==> config.mk <==
export PLATFORM = sky130hd
export DESIGN_NAME = rv_fetch
export DESIGN_NICKNAME = d
export VERILOG_FILES = /design/src/rtl/rv_pkg.sv /design/src/rtl/rv_fetch_pc.sv /design/src/rtl/rv_fetch.sv
export SDC_FILE = /design/constraint.sdc
export NUM_CORES = 1
export LEC_CHECK = 0
export ABC_AREA = 1
export BUFFER_PORTS_ARGS = -buffer_cell sky130_fd_sc_hd__buf_2
export CAP_MARGIN = 20
export CORE_MARGIN = 3
export CORE_UTILIZATION = 30
export DETAILED_ROUTE_END_ITERATION = 10
export GPL_TIMING_DRIVEN = 0
export HOLD_SLACK_MARGIN = 0.05
export PLACE_DENSITY_LB_ADDON = 0.08
export SLEW_MARGIN = 20
export SYNTH_ARGS = -nofsm -noshare
export SYNTH_HDL_FRONTEND = slang
export SYNTH_SLANG_ARGS = --single-unit
==> constraint.sdc <==
create_clock -name i_clk -period 1.95 [get_ports i_clk]
set_clock_uncertainty 0.2 [all_clocks]
set_input_delay 0.0975 -clock i_clk [delete_from_list [all_inputs] [get_ports i_clk]]
set_output_delay 0.0975 -clock i_clk [all_outputs]
set_load 0.05 [all_outputs]
==> src/rtl/rv_pkg.sv <==
// Shared fetch-stage types and constants: FSM state encoding, NOP word, XLEN, reset PC.
// Also provides the PC increment helper used by the PC register and the o_pc_next output.
// No logic of its own; imported by rv_fetch and rv_fetch_pc.
package rv_pkg;

  localparam int          XLEN          = 32;
  localparam logic [31:0] RV_NOP        = 32'h0000_0013;
  localparam logic [31:0] RV_RESET_ADDR = 32'h0000_0000;
  localparam logic [31:0] RV_PC_STEP    = 32'd4;

  typedef enum logic [1:0] {
    IDLE = 2'd0,
    REQ  = 2'd1,
    HOLD = 2'd2,
    KILL = 2'd3
  } fetch_state_t;

  // Sequential PC: +4, wrapping modulo 2^XLEN.
  function automatic logic [XLEN-1:0] pc_inc(input logic [XLEN-1:0] pc);
    return pc + RV_PC_STEP;
  endfunction

endpackage

==> src/rtl/rv_fetch_pc.sv <==
// Program counter register with next-PC mux: redirect has priority over +4, else hold.
// Latency: new PC visible the cycle after i_load / i_advance.
// No backpressure of its own; the fetch FSM decides when to load or advance.
module rv_fetch_pc
  import rv_pkg::*;
#(
  parameter logic [rv_pkg::XLEN-1:0] RESET_ADDR = rv_pkg::RV_RESET_ADDR
) (
  input  logic                    i_clk,
  input  logic                    i_reset_n,
  input  logic                    i_load,
  input  logic [rv_pkg::XLEN-1:0] i_target,
  input  logic                    i_advance,
  output logic [rv_pkg::XLEN-1:0] o_pc
);

  logic [XLEN-1:0] r_pc;
  logic [XLEN-1:0] w_pc_nxt;

  // Next-PC select: redirect target, sequential step, or hold.
  always_comb begin
    w_pc_nxt = r_pc;
    if (i_load) begin
      w_pc_nxt = i_target;
    end else if (i_advance) begin
      w_pc_nxt = pc_inc(r_pc);
    end
  end

  // PC register.
  always_ff @(posedge i_clk or negedge i_reset_n) begin
    if (!i_reset_n) begin
      r_pc <= RESET_ADDR;
    end else begin
      r_pc <= w_pc_nxt;
    end
  end

  assign o_pc = r_pc;

endmodule

==> src/rtl/rv_fetch.sv <==
// Instruction fetch: owns the PC, issues single-beat bus reads, registers {instr, pc} for decode.
// Latency: issue cycle -> o_valid is ack cycle + 1; zero-wait bus sustains 1 instr per 2 clocks.
// Backpressure: i_stall blocks issue and consumption; optional RV_FETCH_ALIGN_CHK_EN adds o_misaligned.
module rv_fetch
  import rv_pkg::*;
#(
  parameter logic [rv_pkg::XLEN-1:0] RESET_ADDR = rv_pkg::RV_RESET_ADDR,
  parameter int                      XLEN       = rv_pkg::XLEN
) (
  input  logic            i_clk,
  input  logic            i_reset_n,
  input  logic            i_stall,
  input  logic            i_pc_select,
  input  logic [XLEN-1:0] i_pc_target,
  output logic            o_ibus_req,
  output logic [XLEN-1:0] o_ibus_addr,
  input  logic            i_ibus_ack,
  input  logic [31:0]     i_ibus_data,
  output logic [31:0]     o_instr,
  output logic [XLEN-1:0] o_pc,
  output logic [XLEN-1:0] o_pc_next,
  output logic            o_valid,
  output logic            o_busy
`ifdef RV_FETCH_ALIGN_CHK_EN
  ,
  output logic            o_misaligned
`endif
);

  fetch_state_t    r_state;
  fetch_state_t    w_state_nxt;

  logic [XLEN-1:0] w_pc;
  logic [XLEN-1:0] w_target;
  logic [XLEN-1:0] r_addr;
  logic [XLEN-1:0] r_pc_out;
  logic [31:0]     r_instr;
  logic            r_valid;

  logic            w_consume;
  logic            w_busy;
  logic            w_issue;
  logic            w_capture;
  logic            w_issue_blk;

  assign w_consume = r_valid && !i_stall;
  assign w_busy    = (r_state == REQ) || (r_state == KILL);
  // A request raised from IDLE/HOLD is a fresh issue; its address is latched for the transfer.
  assign w_issue   = o_ibus_req && !w_busy;

`ifdef RV_FETCH_ALIGN_CHK_EN
  logic r_misaligned;

  assign w_target    = i_pc_target;
  // A misaligned target parks fetch in IDLE until an aligned redirect arrives.
  assign w_issue_blk = r_misaligned;

  // Misalignment flag: every redirect re-evaluates it, so an aligned one clears it.
  always_ff @(posedge i_clk or negedge i_reset_n) begin
    if (!i_reset_n) begin
      r_misaligned <= 1'b0;
    end else if (i_pc_select) begin
      r_misaligned <= (i_pc_target[1:0] != 2'b00);
    end
  end

  assign o_misaligned = r_misaligned;
`else
  // Without the check, the low two target bits are simply ignored.
  assign w_target    = i_pc_target & ~XLEN'(3);
  assign w_issue_blk = 1'b0;
`endif

  rv_fetch_pc #(
    .RESET_ADDR (RESET_ADDR)
  ) u_pc (
    .i_clk     (i_clk),
    .i_reset_n (i_reset_n),
    .i_load    (i_pc_select),
    .i_target  (w_target),
    .i_advance (w_capture),
    .o_pc      (w_pc)
  );

  // FSM state register.
  always_ff @(posedge i_clk or negedge i_reset_n) begin
    if (!i_reset_n) begin
      r_state <= IDLE;
    end else begin
      r_state <= w_state_nxt;
    end
  end

  // Next state, bus request and capture strobe. Redirect wins over ack and consume everywhere.
  // The ack is only honoured once a request is outstanding (REQ/KILL), i.e. from the cycle
  // after issue onward. A misaligned redirect while a read is outstanding still drains it via
  // KILL so the bus never sees the request withdrawn before its ack.
  always_comb begin
    w_state_nxt = r_state;
    o_ibus_req  = 1'b0;
    w_capture   = 1'b0;
    case (r_state)
      IDLE: begin
        if (!i_pc_select && !i_stall && !w_issue_blk) begin
          o_ibus_req  = 1'b1;
          w_state_nxt = REQ;
        end
      end
      REQ: begin
        o_ibus_req = 1'b1;
        if (i_pc_select) begin
          w_state_nxt = i_ibus_ack ? IDLE : KILL;
        end else if (i_ibus_ack) begin
          w_capture   = 1'b1;
          w_state_nxt = HOLD;
        end
      end
      HOLD: begin
        if (i_pc_select) begin
          w_state_nxt = IDLE;
        end else if (w_consume) begin
          // Back-to-back issue at the already advanced PC.
          o_ibus_req  = 1'b1;
          w_state_nxt = REQ;
        end
      end
      KILL: begin
        o_ibus_req = 1'b1;
        if (i_ibus_ack) begin
          w_state_nxt = IDLE;
        end
      end
      default: begin
        w_state_nxt = IDLE;
      end
    endcase
  end

  // Bus address latch: held at the issued PC until the ack, even if the PC is redirected.
  always_ff @(posedge i_clk or negedge i_reset_n) begin
    if (!i_reset_n) begin
      r_addr <= RESET_ADDR;
    end else if (w_issue) begin
      r_addr <= w_pc;
    end
  end

  // Decode-facing output registers: fill on good ack, drop valid on consume or redirect.
  always_ff @(posedge i_clk or negedge i_reset_n) begin
    if (!i_reset_n) begin
      r_instr  <= RV_NOP;
      r_pc_out <= RESET_ADDR;
      r_valid  <= 1'b0;
    end else begin
      if (i_pc_select) begin
        r_valid <= 1'b0;
      end else if (w_capture) begin
        r_instr  <= i_ibus_data;
        r_pc_out <= r_addr;
        r_valid  <= 1'b1;
      end else if (w_consume) begin
        r_valid <= 1'b0;
      end
    end
  end

  assign o_ibus_addr = w_busy ? r_addr : w_pc;
  assign o_instr     = r_instr;
  assign o_pc        = r_pc_out;
  assign o_pc_next   = pc_inc(r_pc_out);
  assign o_valid     = r_valid;
  assign o_busy      = w_busy;

endmodule

==> results.md <==
* Power per cell area at 1782 nW/µm²
* CP endpoint kind: primary output
* Initial antenna violation count at 0
* GRT Resource Usage Total at 19.34%
* Reg2reg setup slack at 0.10 ns
* CTS tree: done
* Post-synthesis simple-gate area fraction at 34.04%
* Setup violators final at 25
* Smallest setup slack after layout at -0.2383 ns
* RSZ-0062 raised after global routing: true
* Critical Path Most Common Cell: nor2_4
* DR DRC count at 0
* Routed Antenna Nets at 0
* HPWL after DPL at 18.17 mm
* Multi-input logic area at 4126 µm²
* Synth warn at 0
* Vias post-DR at 7357
* Crit path largest cell delay at 0.42 ns
* Clock latency on the worst-skew pair at 0.42 ns
* Max Cap Violations at 0
* Die Height at 159.4 µm
* R2R Path End: r_state[0]$_DFFE_PN0P_
* Final Wtd Congestion at 0.8628
* Register area share after synthesis at 44.36%
* Drt total wl at 24.45 mm
* Worst-margin pin slew at 0.5994 ns
* Nets at 1370
* Post-synth EDFFs at 0
* Worst Path Arrival at 1.89 ns
* Pin count of the biggest net entering global routing at 67
* Number of hold violations in the final report at 0
* Diode count at 0
* Total grt overflow at 0
* Hold EP: o_instr[22]$_DFFE_PN0P_
* Cell variety after synth at 36
* Max VDD drop at 0.7393 mV
* Clock sink total at 125
* Crit path depth at 7
* Core Box Area at 22920 µm²
* Setup_tns at -3.529 ns
* WL/cell at 15.05 µm
* Failing checks: negative setup slack
* Slew headroom at 60.04%
* Leak Pwr at 5.523 nW
* Most frequent cells in the layout: nand2_1, buf_2, dfrtp_1, inv_1, dlygate4sd3_1
* Crit path cell chain: nand2_4 -> nor2_4 -> nand4_1 -> nor2_4 -> nand3_2 -> nand2_2 -> buf_6
* Placed cell area at 8727 µm²
* Status: finished with violations
* Die X at 159.4 µm
* Synth async-reset ratio at 100.0%
* WHS Path Cells at 4
* # fillers at 2297
* Cell family with most CP delay: simple AND/OR/NAND/NOR gates
* First-pass GRT wire length at 39.10 mm
* Initial DRC count at 409
* HP Class: in2reg
* Crit path kind: reg2out
* Critical path buffer and inverter count at 1
* Synth Instances at 973
* CTS H-tree lvls at 4
* CP required at 1.65 ns
* Compound-Gate Fraction of Synth Area at 10.72%
* Slowest cell on the critical path: dfrtp_2
* Synth Area in XOR/XNOR at 2.481%
* First-pass iteration count of the detailed router at 5
* Root buffer cell: clkbuf_16
* Slew Viols, Final at 0
* Initial Util at 30.81%
* Period minus WS final at 2.188 ns
* Vias per Instance at 4.527
* Area Overhead vs Synth at 59.36%
* Worst Reg-to-Reg Cells at 6
* Rows at 55
* Vias in the first global route at 7117
* Adder-Cell Fraction of Synth Area at 0.3544%
* Share of cells above drive strength 1 at 37.35%
* Die footprint at 25410 µm²
* Max FO, Critical Path at 3
* Post-route cell area at 11250 µm²
* Worst R2R Start: r_state[0]$_DFFE_PN0P_
* Register bit total from synthesis at 125
* Fin crit share at 112.2%
* PortBufs at 190
* # IOs at 200
* Syn Area/Cell at 7.256 µm²
* Clk slew on worst S/H paths at 0.06 ns
* Post-synthesis mux area share at 0%
* Worst hold start: i_ibus_data[22]
* Max Freq at 457.0 MHz
* Synth Cell Area at 7061 µm²
* Most common cell after layout, fill and taps aside: nand2_1
* CP Launch Type: flip-flop
* Ys flop type: dfrtp_1
* Largest family of logic cells by synthesized area: simple AND/OR/NAND/NOR gates
* CTS buffer count at 17
* Total area of sequential cells at 3162 µm²
* Worst-case clock buffer depth at 2
cell families (layout without fill, tap and decap cells):
logic type      after synthesis  in the layout
simple gates                582            582
flops                       125            125
buf+inv                     123            457
compound gates              120            120
xor+xnor                     20             20
fa+ha+maj                     2              2
other cells                   1              6
cells in the mapped netlist (2+ instances only):
| cell | instances | area share, % |
|---|---|---|
| a21oi_1 | 4 | 0.28 |
| and2_1 | 2 | 0.18 |
| buf_1 | 3 | 0.16 |
| buf_2 | 14 | 0.99 |
| buf_4 | 10 | 1.1 |
| buf_6 | 6 | 0.96 |
| clkbuf_1 | 9 | 0.48 |
| dfrtp_1 | 122 | 43 |
| dfstp_2 | 3 | 1.1 |
| ha_1 | 2 | 0.35 |
| inv_1 | 76 | 4.0 |
| inv_2 | 4 | 0.21 |
| nand2_1 | 427 | 23 |
| nand2_2 | 3 | 0.27 |
| nand3_1 | 52 | 3.7 |
| nand3_2 | 2 | 0.28 |
| nand3b_1 | 10 | 1.1 |
| nand4_1 | 3 | 0.27 |
| nor2_1 | 58 | 3.1 |
| nor2_2 | 6 | 0.53 |
| nor2_4 | 5 | 0.80 |
| nor3_1 | 11 | 0.78 |
| o211ai_1 | 6 | 0.64 |
| o21ai_0 | 72 | 5.1 |
| o21ai_1 | 2 | 0.14 |
| o21ai_2 | 31 | 3.8 |
| o21bai_1 | 3 | 0.32 |
| xnor2_1 | 2 | 0.25 |
| xor2_1 | 18 | 2.2 |
final cells by class:
type,count,share of cell area [%]
Buffer,42,2.758
Timing Repair Buffer,302,20.92
Sequential cell,125,28.10
Tap cell,313,3.481
Multi-Input combinational cell,730,36.67
Clock buffer,19,3.936
Clock inverter,13,1.290
Inverter,81,2.847
where the power goes:
group	switching (mW)	internal (mW)
registers	1.06	3.73
clock network	1.25	1.92
logic	8.30	3.78
total	10.6	9.43
metrics by stage:
step	utilization, %	std cells	hold WS (ns)	power, mW	setup slack (ns)
after detailed placement	38.08	1482	-0.1199	14.86	-0.3088
after global placement	37.92	1481	0.09405	14.81	-1.552
after global routing	49.10	1625	0.2081	21.16	-0.3545
final	49.10	1625	0.2009	20.05	-0.2383
after floorplan	-	978	-0.3981	12.28	-0.1767
after CTS	47.71	1615	0.1804	19.78	-0.2554
registers in the layout (all words and copies together) (netlist names):
register / cells
o_instr: 32
o_pc: 30
o_valid: 1
r_addr: 30
r_state: 2
u_pc.o_pc: 30
how the worst max path moves through the flow:
stage                      startpoint                    to
6_report         o_pc[10]$_DFFE_PN0P_         o_pc_next[27]
4_1_cts           o_pc[6]$_DFFE_PN0P_         o_pc_next[30]
3_5_place_dp      o_pc[2]$_DFFE_PN0P_         o_pc_next[18]
5_1_grt          o_pc[10]$_DFFE_PN0P_         o_pc_next[19]
3_3_place_gp                i_reset_n  o_pc[19]$_DFFE_PN0P_
2_1_floorplan  r_state[0]$_DFFE_PN0P_       o_ibus_addr[10]
worst min-delay path: cells and delay by family:
family,cells,cell delay (ns)
and+or+nand+nor,2,0.08
buffers and inverters,2,0.62
routing by layer:
metal | routed length, µm | GRT usage [%]
met5 | 0 | 0
met4 | 319 | 4.775
met3 | 869 | 3.356
met2 | 12190 | 32.59
met1 | 11070 | 25.92
what timing repair did:
action,CTS,global route
pin swaps,28,41
setup buffers,32,10
resized for setup,224,64
endpoints found under the setup margin,56,55
hold endpoints to repair,187,0
hold buffers,69,0
No activity file was read; power rests on OpenSTA's default activity.
